[config.mk]
export PLATFORM = sky130hd
export DESIGN_NAME = mem_wb_stage
export DESIGN_NICKNAME = d
export VERILOG_FILES = /design/src/rtl/mem_wb_stage.sv
export SDC_FILE = /design/constraint.sdc
export NUM_CORES = 2
export LEC_CHECK = 0
export BUFFER_PORTS_ARGS = -buffer_cell sky130_fd_sc_hd__buf_2
export CAP_MARGIN = 20
export CORE_ASPECT_RATIO = 0.6
export CORE_MARGIN = 3
export CORE_UTILIZATION = 45
export CTS_CLUSTER_SIZE = 12
export DETAILED_ROUTE_END_ITERATION = 16
export SETUP_SLACK_MARGIN = 0.1
export SYNTH_ARGS = -nofsm -noshare
export SYNTH_HDL_FRONTEND = slang
export SYNTH_SLANG_ARGS = --single-unit
[constraint.sdc]
create_clock -name clk -period 6.1 [get_ports clk]
set_input_delay 0.61 -clock clk [delete_from_list [all_inputs] [get_ports clk]]
set_output_delay 0.61 -clock clk [all_outputs]
set_load 0.02 [all_outputs]
[src/rtl/mem_wb_stage.sv]
// mem_wb_stage: memory access plus MEM->WB pipeline stage of an RV32 core.
//
// Holds a DMEM_WORDS x 32-bit data memory with byte-lane stores (SB/SH/SW)
// and a synchronous read register for loads. It also holds the M->W pipeline
// registers. Load data is extracted and sign/zero extended combinationally
// on the W side. resultW picks ALU, load data or PC_next.
//
// Ports:
//   clk, rst      rising-edge clock, asynchronous active-high reset
//   writebackM    writeback select (00/11 ALU, 01 load, 10 PC_next)
//   funcM         RV32 funct3 (B/H/W/BU/HU)
//   load_storeM   1 store, 0 load
//   en_dmemM      data memory access enable
//   wen_rfM       register-file write enable
//   alu_resultM   ALU result / byte address (bits [7:2] index the memory)
//   out_rf2M      store data
//   rdM           destination register
//   PC_nextM      PC+4
//   wen_rfW, rdW, resultW, misalignW  writeback-side outputs
//
// Optional feature macro: MISALIGN_TRAP_EN. When it is defined, misaligned
// halfword/word accesses are flagged on misalignW, misaligned stores are
// dropped and misaligned loads do not write the register file.
module mem_wb_stage #(
  parameter int unsigned DMEM_WORDS = 64
) (
  input  logic        clk,
  input  logic        rst,
  input  logic [1:0]  writebackM,
  input  logic [2:0]  funcM,
  input  logic        load_storeM,
  input  logic        en_dmemM,
  input  logic        wen_rfM,
  input  logic [31:0] alu_resultM,
  input  logic [31:0] out_rf2M,
  input  logic [4:0]  rdM,
  input  logic [7:0]  PC_nextM,
  output logic        wen_rfW,
  output logic [4:0]  rdW,
  output logic [31:0] resultW,
  output logic        misalignW
);

  localparam int unsigned AW = $clog2(DMEM_WORDS);

  logic [31:0]   mem_q [DMEM_WORDS];
  logic [AW-1:0] idx;

  logic [3:0]  store_be;
  logic [31:0] store_data;
  logic        store_en;
  logic        load_en;
  logic        misalign_m;
  logic        wen_rf_d;

  logic [1:0]  writeback_q;
  logic [2:0]  func_q;
  logic [1:0]  addr_lo_q;
  logic        wen_rf_q;
  logic [4:0]  rd_q;
  logic [31:0] alu_result_q;
  logic [7:0]  pc_next_q;
  logic        misalign_q;
  logic [31:0] rdata_q;

  logic [7:0]  load_byte;
  logic [15:0] load_half;
  logic [31:0] load_data;

  // Higher address bits are ignored, so out-of-range addresses wrap.
  assign idx = alu_resultM[AW+1:2];

`ifdef MISALIGN_TRAP_EN
  always_comb begin
    misalign_m = 1'b0;
    if (en_dmemM) begin
      case (funcM)
        3'b001, 3'b101: misalign_m = alu_resultM[0];
        3'b010:         misalign_m = (alu_resultM[1:0] != 2'b00);
        default:        misalign_m = 1'b0;
      endcase
    end
  end
`else
  assign misalign_m = 1'b0;
`endif

  // Narrow store data is replicated across the word so that the byte
  // enables alone decide which lanes change.
  always_comb begin
    store_be   = 4'b0000;
    store_data = out_rf2M;
    case (funcM)
      3'b000: begin
        store_be   = 4'b0001 << alu_resultM[1:0];
        store_data = {4{out_rf2M[7:0]}};
      end
      3'b001: begin
        store_be   = alu_resultM[1] ? 4'b1100 : 4'b0011;
        store_data = {2{out_rf2M[15:0]}};
      end
      3'b010:  store_be = 4'b1111;
      default: store_be = 4'b0000;
    endcase
  end

  assign store_en = en_dmemM & load_storeM & ~misalign_m;
  assign load_en  = en_dmemM & ~load_storeM;

  // A misaligned load must not write the register file.
  assign wen_rf_d = wen_rfM & ~(misalign_m & ~load_storeM);

  // Memory is not reset; a store on an edge with rst asserted is dropped.
  always_ff @(posedge clk) begin
    if (!rst && store_en) begin
      for (int i = 0; i < 4; i++) begin
        if (store_be[i]) begin
          mem_q[idx][8*i +: 8] <= store_data[8*i +: 8];
        end
      end
    end
  end

  always_ff @(posedge clk or posedge rst) begin
    if (rst) begin
      writeback_q  <= 2'b00;
      func_q       <= 3'b000;
      addr_lo_q    <= 2'b00;
      wen_rf_q     <= 1'b0;
      rd_q         <= 5'd0;
      alu_result_q <= 32'd0;
      pc_next_q    <= 8'd0;
      misalign_q   <= 1'b0;
      rdata_q      <= 32'd0;
    end else begin
      writeback_q  <= writebackM;
      func_q       <= funcM;
      addr_lo_q    <= alu_resultM[1:0];
      wen_rf_q     <= wen_rf_d;
      rd_q         <= rdM;
      alu_result_q <= alu_resultM;
      pc_next_q    <= PC_nextM;
      misalign_q   <= misalign_m;
      if (load_en) begin
        rdata_q <= mem_q[idx];
      end
    end
  end

  assign load_byte = rdata_q[8*addr_lo_q +: 8];
  assign load_half = addr_lo_q[1] ? rdata_q[31:16] : rdata_q[15:0];

  always_comb begin
    load_data = rdata_q;
    case (func_q)
      3'b000:  load_data = {{24{load_byte[7]}}, load_byte};
      3'b100:  load_data = {24'd0, load_byte};
      3'b001:  load_data = {{16{load_half[15]}}, load_half};
      3'b101:  load_data = {16'd0, load_half};
      default: load_data = rdata_q;
    endcase
  end

  always_comb begin
    resultW = alu_result_q;
    case (writeback_q)
      2'b01:   resultW = load_data;
      2'b10:   resultW = {24'd0, pc_next_q};
      default: resultW = alu_result_q;
    endcase
  end

  assign wen_rfW   = wen_rf_q;
  assign rdW       = rd_q;
  assign misalignW = misalign_q;

endmodule
==> results.py <==
metrics = {
    "status": {
        "status": "complete, no violations",
    },
    "sta": {
        "slew_violations": 0,
        "period_needed_ns": 4.43,
        "relSlewSlack_pct": 17.2,
        "hold_violations": 0,
        "setup_viol": 0,
        "post-route-period-util_pct": 72.7,
        "layout_setup_ws_ns": 1.67,
        "rsz0062_at_grt": "no",
        "fmax_ghz": 0.226,
        "setup_tns_ns": 0,
        "worstMarginPinSlew_ns": 1.24,
        "fin_skew_ns": 0.0541,
    },
    "layout": {
        "area_growth_pct": 11.9,
        "layout_commonest_cell": "edfxtp_1",
        "drive_gt1_share_pct": 17.1,
        "multi_input_area_um2": 18400,
        "seq_area_um2": 63600,
        "mostFrequentLayoutCells": "edfxtp_1, nor2_1, mux2i_1",
        "nFillCells": 15000,
        "num-nets-final": 5097,
    },
    "critical_path": {
        "slowest_stage": "dfrtp_1",
        "cp_slowest_stage_delay_ns": 0.67,
        "cp_top_family": "compound AO/OA/AOI/OAI gates",
        "worst_ep_arrival_time_ns": 3.82,
        "path_common_cell": "nor2_1",
        "worst-path-stages": 7,
        "cp_cell_sequence": "mux4_2 > nand2_1 > nor2_1 > nor2_1 > o21ai_0 > a32o_1 > buf_2",
        "cp_data_required_time_ns": 5.49,
        "path_buf_inv": 1,
        "reg2regPathDepth": 5,
        "crit_type": "reg -> out",
        "critPathMaxFanout": 12,
        "endpoint_kind": "output pin",
        "cp-start-kind": "flip-flop",
    },
    "placed_design": {
        "gp_congestion": 0.931,
        "pre_cts_ws_ns": 1.93,
        "portBuffers": 124,
        "post-dp-hpwl_um": 185000,
    },
    "logic_synthesis": {
        "syn_area_um2": 83500,
        "synth_edf_count": 2048,
        "ys_types": 69,
        "synth_flop_cell": "edfxtp_1",
        "synth_area_per_cell_um2": 17.4,
        "syn-num-nets": 4895,
        "yosysSeqAreaShare_pct": 76.2,
        "syn_inst": 4806,
        "ys_seq_elements": 2131,
        "synth-async-reset-ratio_pct": 3.89,
        "yosysWarnings": 0,
    },
    "routing": {
        "drt-total-wl_um": 297000,
        "wire_per_inst_um": 39.0,
        "detailroute.via_count": 50600,
        "route.detailed.drc": 0,
        "dr.pass1.iters": 9,
        "first_iter_violations": 8718,
        "via_per_inst": 6.64,
        "antenna_left": 0,
    },
    "floorplan": {
        "die-area_um2": 191000,
        "fp.dieH_um": 340,
        "die_w_um": 562,
        "rows": 121,
        "ios": 126,
        "core_um2": 183000,
        "start_util_pct": 45.6,
    },
    "grt": {
        "track_usage_pct": 30.6,
        "grt_max_degree": 99,
        "grt_pass1_vias": 47600,
        "grt_pass1_wl_um": 403000,
        "overflow": 0,
        "antenna_found_initial": 12,
    },
    "clocking": {
        "cts_resized": 0,
        "path_clk_slew_ns": 0.06,
        "cts_sinks": 2131,
        "clk-insertion-delay-late_ns": 0.88,
        "root_buffer": "clkbuf_16",
        "h-tree-depth": 4,
        "cts_tree": "built",
        "cts_buffers": 207,
        "cts_buffer_depth": 4,
    },
    "pwr": {
        "leakage_nw": 29.9,
        "irDropWorstVdd_mv": 0.234,
        "power_density_nw_per_um2": 322,
    },
    "worst_hold_path": {
        "hold_path_class": "in -> reg",
        "holdPathStages": 1,
    },
    "flow_run": {
        "maxCapViolCount": 0,
    },
}
[layer usage]
metal / part of all wire [%] / vias to the layer above / global-route usage [%] / routed length (um)
met5: 0.16 / - / 1.53 / 476
met4: 5.3 / 16 / 13.5 / 15700
met3: 17 / 688 / 15.0 / 49000
met2: 39 / 3971 / 39.4 / 117000
met1: 39 / 26100 / 43.1 / 115000
li1: - / 19800 / - / -
[where the power goes]
part	total, W	switching (W)	internal (W)
combinational	0.00209	0.00153	0.000561
sequential	0.0163	0.000156	0.0162
clock	0.0117	0.00536	0.00633
[synthesized netlist by cell type (12+ instances only)]
cell	n	area, um2
mux2_2	182	2050
buf_2	117	586
clkbuf_1	122	458
dfrtp_1	83	2080
o32a_1	18	180
mux4_2	128	2880
buf_4	48	360
edfxtp_1	2048	61500
a211oi_1	15	113
a21oi_1	130	651
o22ai_1	97	607
o21ai_0	146	731
a31oi_1	39	244
a221oi_1	228	2000
mux2i_1	301	3010
buf_6	24	270
a221o_1	25	250
nand4_1	13	81.3
a22o_1	35	307
o2bb2ai_1	12	105
nand3_1	26	130
nand2_1	178	668
nand2b_1	12	75.1
buf_1	28	105
nor2_1	427	1600
a22oi_1	169	1270
[per-stage QoR]
step           std cells  instance area [um2]  total power, W  util (%)  hold slack (ns)
3_5_place_dp        7212                87200          0.0186      47.7            0.629
5_1_grt             7603                93400          0.0308      51.1           0.0369
6_report            7612                93400          0.0301      51.1           0.0390
3_3_place_gp        7208                87100          0.0186      47.6            0.610
4_1_cts             7598                93400          0.0301      51.1           0.0140
2_1_floorplan       4806                83500          0.0176         -            0.471
[final cells by class]
cell class              instances  share of cell area [%]
well taps                    2460                    3.29
clock inverters                14                   0.111
clock buffers                 328                    6.08
repair buffers                332                    2.71
inverters                      11                  0.0562
diodes                         11                  0.0295
multi-input cells            2325                    19.7
flip-flops and latches       2131                    68.0
[final timing paths]
path                                         endpoint                       from  slack, ns
hold reg to reg               rdata_q[14]$_DFFE_PP0P_    rdata_q[14]$_DFFE_PP0P_       0.68
min in group asynchronous  alu_result_q[23]$_DFF_PP0_                        rst       0.54
max in group asynchronous  alu_result_q[13]$_DFF_PP0_                        rst       4.17
hold / removal              alu_result_q[7]$_DFF_PP0_             alu_resultM[7]       0.04
setup / recovery                           resultW[9]  alu_result_q[1]$_DFF_PP0_       1.67
setup reg to reg              rdata_q[10]$_DFFE_PP0P_    mem_q[15][10]$_DFFE_PP_       3.61
[state kept, by name, summed over array words and instances, names as in the netlist]
name / count
alu_result_q: 32
mem_q: 2048
pc_next_q: 8
rdW: 5
func_q: 3
wen_rfW: 1
writeback_q: 2
rdata_q: 32
[what timing repair did]
| item | CTS | global route |
|---|---|---|
| setup buffers | 0 | 0 |
| hold endpoints to repair | 59 | 0 |
| hold buffers | 44 | 0 |
| setup endpoints to repair | 0 | 0 |
[kinds of logic (layout without fill, tap and decap cells)]
| logic type | Yosys count | in the layout | synth area share (%) |
|---|---|---|---|
| simple gates | 716 | 716 | 3.53 |
| buf+inv | 350 | 685 | 2.18 |
| mux | 615 | 615 | 9.58 |
| compound gates | 991 | 991 | 8.52 |
| other cells | 1 | 12 | 0.00449 |
| flops | 2131 | 2131 | 76.2 |
| fa+ha+maj | 2 | 2 | 0.0300 |
[worst register-to-register path, stage by stage, from the launching register on]
cell      delay [ns]
edfxtp_1        0.37
mux4_2          0.51
a22oi_1         0.73
o311a_1         0.31
nand4_1         0.14
o32a_1          0.32
Power figures use the tool's default switching activity.
